File: config.mk
export PLATFORM = sky130hd
export DESIGN_NAME = id_stage_pipe
export DESIGN_NICKNAME = d
export VERILOG_FILES = /design/src/rtl/id_stage_pipe.sv
export SDC_FILE = /design/constraint.sdc
export NUM_CORES = 2
export LEC_CHECK = 0
export CAP_MARGIN = 10
export CORE_MARGIN = 5
export CORE_UTILIZATION = 61
export DETAILED_ROUTE_END_ITERATION = 10
export DONT_BUFFER_PORTS = 1
export PLACE_DENSITY_LB_ADDON = 0.05
export SLEW_MARGIN = 30
export SYNTH_ARGS = -nofsm -noshare
export SYNTH_HDL_FRONTEND = slang
export SYNTH_SLANG_ARGS = --single-unit
File: constraint.sdc
create_clock -name clk -period 5.7 [get_ports clk]
set_input_delay 0.57 -clock clk [delete_from_list [all_inputs] [get_ports clk]]
set_output_delay 0.57 -clock clk [all_outputs]
set_load 0.01 [all_outputs]
File: src/rtl/id_stage_pipe.sv
// rtl/id_stage_pipe.sv - ID stage: integer/FP register files, load-use hazard detect, ID/EX register
// Optional FP file, bypass and hazard compare enabled by `define ID_STAGE_FP_RF_EN.
module id_stage_pipe #(
  parameter int XLEN    = 32,
  parameter int X0_ZERO = 1
) (
  input  logic            clk,
  input  logic            rst,
  input  logic            if_valid,
  input  logic [31:0]     if_instr,
  input  logic [XLEN-1:0] if_pc_plus4,
  output logic            if_ready,
  input  logic            wb_int_we,
  input  logic            wb_fp_we,
  input  logic [4:0]      wb_rd_addr,
  input  logic [XLEN-1:0] wb_int_data,
  input  logic [XLEN-1:0] wb_fp_data,
  input  logic            ex_ld_pend,
  input  logic [4:0]      ex_ld_rd,
  input  logic            ex_ld_fp,
  input  logic            flush,
  input  logic            ex_ready,
  output logic            ex_valid,
  output logic [31:0]     ex_instr,
  output logic [XLEN-1:0] ex_pc_plus4,
  output logic [4:0]      ex_rd_addr,
  output logic [XLEN-1:0] ex_int_rs1,
  output logic [XLEN-1:0] ex_int_rs2,
  output logic [XLEN-1:0] ex_fp_rs1,
  output logic [XLEN-1:0] ex_fp_rs2,
  output logic            stall
);

  localparam bit X0Z = (X0_ZERO != 0);

  logic [4:0] rs1, rs2, rd;
  assign rs1 = if_instr[19:15];
  assign rs2 = if_instr[24:20];
  assign rd  = if_instr[11:7];

  logic [XLEN-1:0] int_rf_q [32];
  logic            int_wr_en;
  logic [XLEN-1:0] int_rs1_d, int_rs2_d;
  logic [XLEN-1:0] fp_rs1_d, fp_rs2_d;

  assign int_wr_en = wb_int_we & ~(X0Z & (wb_rd_addr == 5'd0));

  always_ff @(posedge clk or negedge rst) begin
    if (!rst) begin
      for (int i = 0; i < 32; i++) int_rf_q[i] <= '0;
    end else if (int_wr_en) begin
      int_rf_q[wb_rd_addr] <= wb_int_data;
    end
  end

  // Write-through: a same-cycle writeback is visible to the decoding instruction.
  always_comb begin
    int_rs1_d = int_rf_q[rs1];
    int_rs2_d = int_rf_q[rs2];
    if (int_wr_en && wb_rd_addr == rs1) int_rs1_d = wb_int_data;
    if (int_wr_en && wb_rd_addr == rs2) int_rs2_d = wb_int_data;
    if (X0Z && rs1 == 5'd0) int_rs1_d = '0;
    if (X0Z && rs2 == 5'd0) int_rs2_d = '0;
  end

  logic int_haz, fp_haz, hazard;
  assign int_haz = ex_ld_pend & ~ex_ld_fp & ~(X0Z & (ex_ld_rd == 5'd0))
                 & ((ex_ld_rd == rs1) | (ex_ld_rd == rs2));

`ifdef ID_STAGE_FP_RF_EN
  logic [XLEN-1:0] fp_rf_q [32];

  always_ff @(posedge clk or negedge rst) begin
    if (!rst) begin
      for (int i = 0; i < 32; i++) fp_rf_q[i] <= '0;
    end else if (wb_fp_we) begin
      fp_rf_q[wb_rd_addr] <= wb_fp_data;
    end
  end

  always_comb begin
    fp_rs1_d = fp_rf_q[rs1];
    fp_rs2_d = fp_rf_q[rs2];
    if (wb_fp_we && wb_rd_addr == rs1) fp_rs1_d = wb_fp_data;
    if (wb_fp_we && wb_rd_addr == rs2) fp_rs2_d = wb_fp_data;
  end

  assign fp_haz = ex_ld_pend & ex_ld_fp & ((ex_ld_rd == rs1) | (ex_ld_rd == rs2));
`else
  logic unused_fp;
  assign unused_fp = ^{wb_fp_we, wb_fp_data};
  assign fp_rs1_d  = '0;
  assign fp_rs2_d  = '0;
  assign fp_haz    = 1'b0;
`endif

  logic advance, accept;
  assign hazard   = int_haz | fp_haz;
  assign stall    = if_valid & hazard;
  assign advance  = ~ex_valid | ex_ready;
  assign if_ready = advance & ~hazard & ~flush;
  assign accept   = if_valid & if_ready;

  logic            ex_valid_q;
  logic [31:0]     ex_instr_q;
  logic [XLEN-1:0] ex_pc_plus4_q;
  logic [4:0]      ex_rd_addr_q;
  logic [XLEN-1:0] ex_int_rs1_q, ex_int_rs2_q, ex_fp_rs1_q, ex_fp_rs2_q;

  // Flush only kills the valid; payload registers keep their last value.
  always_ff @(posedge clk or negedge rst) begin
    if (!rst) begin
      ex_valid_q    <= 1'b0;
      ex_instr_q    <= '0;
      ex_pc_plus4_q <= '0;
      ex_rd_addr_q  <= '0;
      ex_int_rs1_q  <= '0;
      ex_int_rs2_q  <= '0;
      ex_fp_rs1_q   <= '0;
      ex_fp_rs2_q   <= '0;
    end else if (flush) begin
      ex_valid_q <= 1'b0;
    end else if (advance) begin
      ex_valid_q <= if_valid & ~hazard;
      if (accept) begin
        ex_instr_q    <= if_instr;
        ex_pc_plus4_q <= if_pc_plus4;
        ex_rd_addr_q  <= rd;
        ex_int_rs1_q  <= int_rs1_d;
        ex_int_rs2_q  <= int_rs2_d;
        ex_fp_rs1_q   <= fp_rs1_d;
        ex_fp_rs2_q   <= fp_rs2_d;
      end
    end
  end

  assign ex_valid    = ex_valid_q;
  assign ex_instr    = ex_instr_q;
  assign ex_pc_plus4 = ex_pc_plus4_q;
  assign ex_rd_addr  = ex_rd_addr_q;
  assign ex_int_rs1  = ex_int_rs1_q;
  assign ex_int_rs2  = ex_int_rs2_q;
  assign ex_fp_rs1   = ex_fp_rs1_q;
  assign ex_fp_rs2   = ex_fp_rs2_q;

endmodule

==> metrics.md <==
| Metric | Value |
|---|---|
| Post-route ant nets | 0 |
| I/O pin count | 347 |
| Vias in the first global route | 40400 |
| Crit start category | input port |
| Min cycle time layout | between 3000 and 4000 ps |
| Fraction of layout instances using a drive strength above 1 | between 30% and 40% |
| Largest net degree at the start of global routing | around 1200 |
| IR drop worst, VDD | 270 uV |
| Drt via density | about 7.5 |
| WP data required | 5130 ps |
| Sequential share of the synthesized area | slightly below 50% |
| CTS max path bufs | 3 |
| Die area | 103000 um^2 |
| Fill cells | 6549 |
| Post-CTS Setup Bufs | 0 |
| Detailed Route WL | 187000 um |
| Type of the worst setup path | input port to output port |
| H-tree depth | 3 |
| Clk Latency, worst-skew pair | 720 ps |
| Routed wire per std cell | 36.5 um |
| Initial antenna violation count | 9 |
| Core area | 96400 um^2 |
| Synth-to-Final Area Change | 9.44% |
| Synth Register Bits | approximately 1200 |
| Hold Crit Class | input port to flop |
| Post-route DRC | 0 |
| RSZ-0062 raised after global routing | no |
| Leak | 27.7 nW |
| Final Max Tran Viols | 0 |
| Post-Syn Area | 59100 um^2 |
| Global-route wire length before repair | 274000 um |
| IO Port Bufs | 0 |
| Synth Warn # | 0 |
| Hpwl dp | 102000 um |
| Root Driver | clkbuf_16 |
| Synth cell types | 48 |
| CTS tree | done |
| CP arrival | 2590 ps |
| Pre-antenna DRT Iters | 7 |
| Sinks on Clock Net | 1153 |
| Core Rows | 114 |
| Period utilisation layout | 55.5% |
| Final setup TNS | 0 ps |
| Outcome | complete, no violations |
| Critical path origin | ex_ld_rd[1] |
| Max Cap Violations | 0 |
| CTS buffer count | 121 |
| Nets | ~3900 |
| Clock transition at path regs | 60 ps |
| Gate Count Post-Synth | slightly below 4000 |
| Final hold viol count | 0 |
| DRT iter0 DRCs | just over 4000 |
| Crit Reg-Reg Startpoint | ex_valid$_DFFE_PN0P_ |
| GP Congestion | between 0.8 and 0.9 |
| Die W | 321 um |
| Hold Crit Start | wb_int_data[6] |
| Post-cts gate resize count | 0 |
| Ranking of synthesized cells by area | dfrtp_1, mux4_2, mux2_2 |
| Slew @ Worst Pin | 1110 ps |
| GR Overflow Total | 0 |
| Hold Buf Count CTS | 114 |
| Rel. slew slack | 25.4% |
| CP max FO | 24 |
| Setup violations, final | 0 |
| Die H | 321 um |
| Gr usage total | approximately 36% |
| Vias | 38200 |
| CP Capture Type | output port |
| WHS | between 20 and 30 ps |
| Mean Syn Cell Area | 15.3 um^2 |
| Final Skew | 18.3 ps |
| Max Clk Rate | 0.316 GHz |
| Yosys top cell by area | dfrtp_1 |
| Pwr Density | ~360 nW/um^2 |
| Initial Utilization | 61.3% |
| Top cell type's share of synthesized area | 48.8% |
[sequential cells by signal, indices dropped and copies added, names as in the netlist]
name / cells
ex_int_rs1: 32
ex_int_rs2: 32
ex_pc_plus4: 32
int_rf_q: 1024
ex_valid: 1
ex_instr: 32
[Yosys cell counts (all sizes together)]
cell     number
a221o        64
inv           1
o22a          1
xnor2        16
a211oi        2
and3b         1
or4          33
a21bo         1
mux4        512
nand3b       10
mux2       1056
xor2          4
nor4         34
a21oi         1
or3b          5
o211a         1
and2          1
nand2b        2
nor3          3
or3           2
dfrtp      1153
a2111oi      32
or2           1
nor2         22
and3          3
o22ai       257
buf         237
nor2b         1
clkbuf      279
nand3        41
nor3b         4
o31ai         1
conb          1
nand2        55
o21ai        34
[cell usage in the layout, fill, tap and decap left out, drive strengths merged, types with 33 or more instances in the layout]
cell type    instances
a221o               64
buf                103
clkbuf             193
conb                64
dfrtp             1153
dlygate4sd3         90
mux2              1056
mux4               512
nand2               55
nand3               41
nor4                34
o21ai               34
o22ai              257
or4                 33
[routing by layer]
metal  share of wire, %  track usage [%]  wire (um)  vias to the layer above
met5              0.023                0         43                        -
met4                5.2             15.8       9650                        8
met3                 11             11.4      21100                      625
met2                 47             55.8      87100                     2330
met1                 37             47.9      69000                    20500
li1                   -                -          -                    14700
[final timing paths]
kind,cells after the start,slack (ps),end
setup / recovery,5,2540,stall
hold / removal,1,30,ex_int_rs2[6]$_DFFE_PN0P_
setup reg to reg,6,2710,ex_int_rs1[31]$_DFFE_PN0P_
hold reg to reg,0,390,int_rf_q[1012]$_DFFE_PN0P_
max in group asynchronous,5,2830,int_rf_q[642]$_DFFE_PN0P_
min in group asynchronous,2,400,int_rf_q[86]$_DFFE_PN0P_
[cells by family (layout without fill, tap and decap cells)]
| kind of cell | after synthesis | in the layout | synth area share, % |
|---|---|---|---|
| compound gates | 394 | 394 | 4.99 |
| xor+xnor | 20 | 20 | 0.296 |
| buf+inv | 517 | 415 | 4.18 |
| flops | 1153 | 1153 | 48.8 |
| mux | 1568 | 1568 | 39.7 |
| other cells | 1 | 70 | 0.00635 |
| simple gates | 218 | 218 | 2.02 |
[area by class of cell]
cell class | instances | area (um^2) | area share, %
well taps | 1276 | 1600 | 2.47
multi-input cells | 2264 | 28200 | 43.7
repair buffers | 193 | 1920 | 2.97
clock buffers | 193 | 3720 | 5.76
diodes | 6 | 15.0 | 0.0232
inverters | 1 | 3.75 | 0.00581
flip-flops and latches | 1153 | 28900 | 44.6
clock inverters | 28 | 304 | 0.470
[per-stage QoR]
step	worst slack (ps)	std cells	total power, W	util [%]	cell area (um^2)
4_1_cts	2640	5097	0.0229	66.9	64500
6_report	2540	5114	0.0230	67.1	64700
3_3_place_gp	2380	4758	0.0143	61.4	59200
3_5_place_dp	2400	4762	0.0148	61.5	59300
5_1_grt	2470	5108	0.0239	67.0	64600
2_1_floorplan	3020	3934	0.0140	-	59300
[critical path: stages]
cell and delay, ps:
nor3_1 40, nand2_2 320, and2_2 650, buf_4 660, and3_1 310
[report_power, final]
group | switching (W) | leakage (nW) | internal, W
Clock | 0.00330 | 1.99 | 0.00470
Combinational | 0.00147 | 11.0 | 0.00250
Sequential | 0.00129 | 14.7 | 0.00976
Total | 0.00607 | 27.7 | 0.0170
Note: power is estimated with default switching activity, not from simulation.
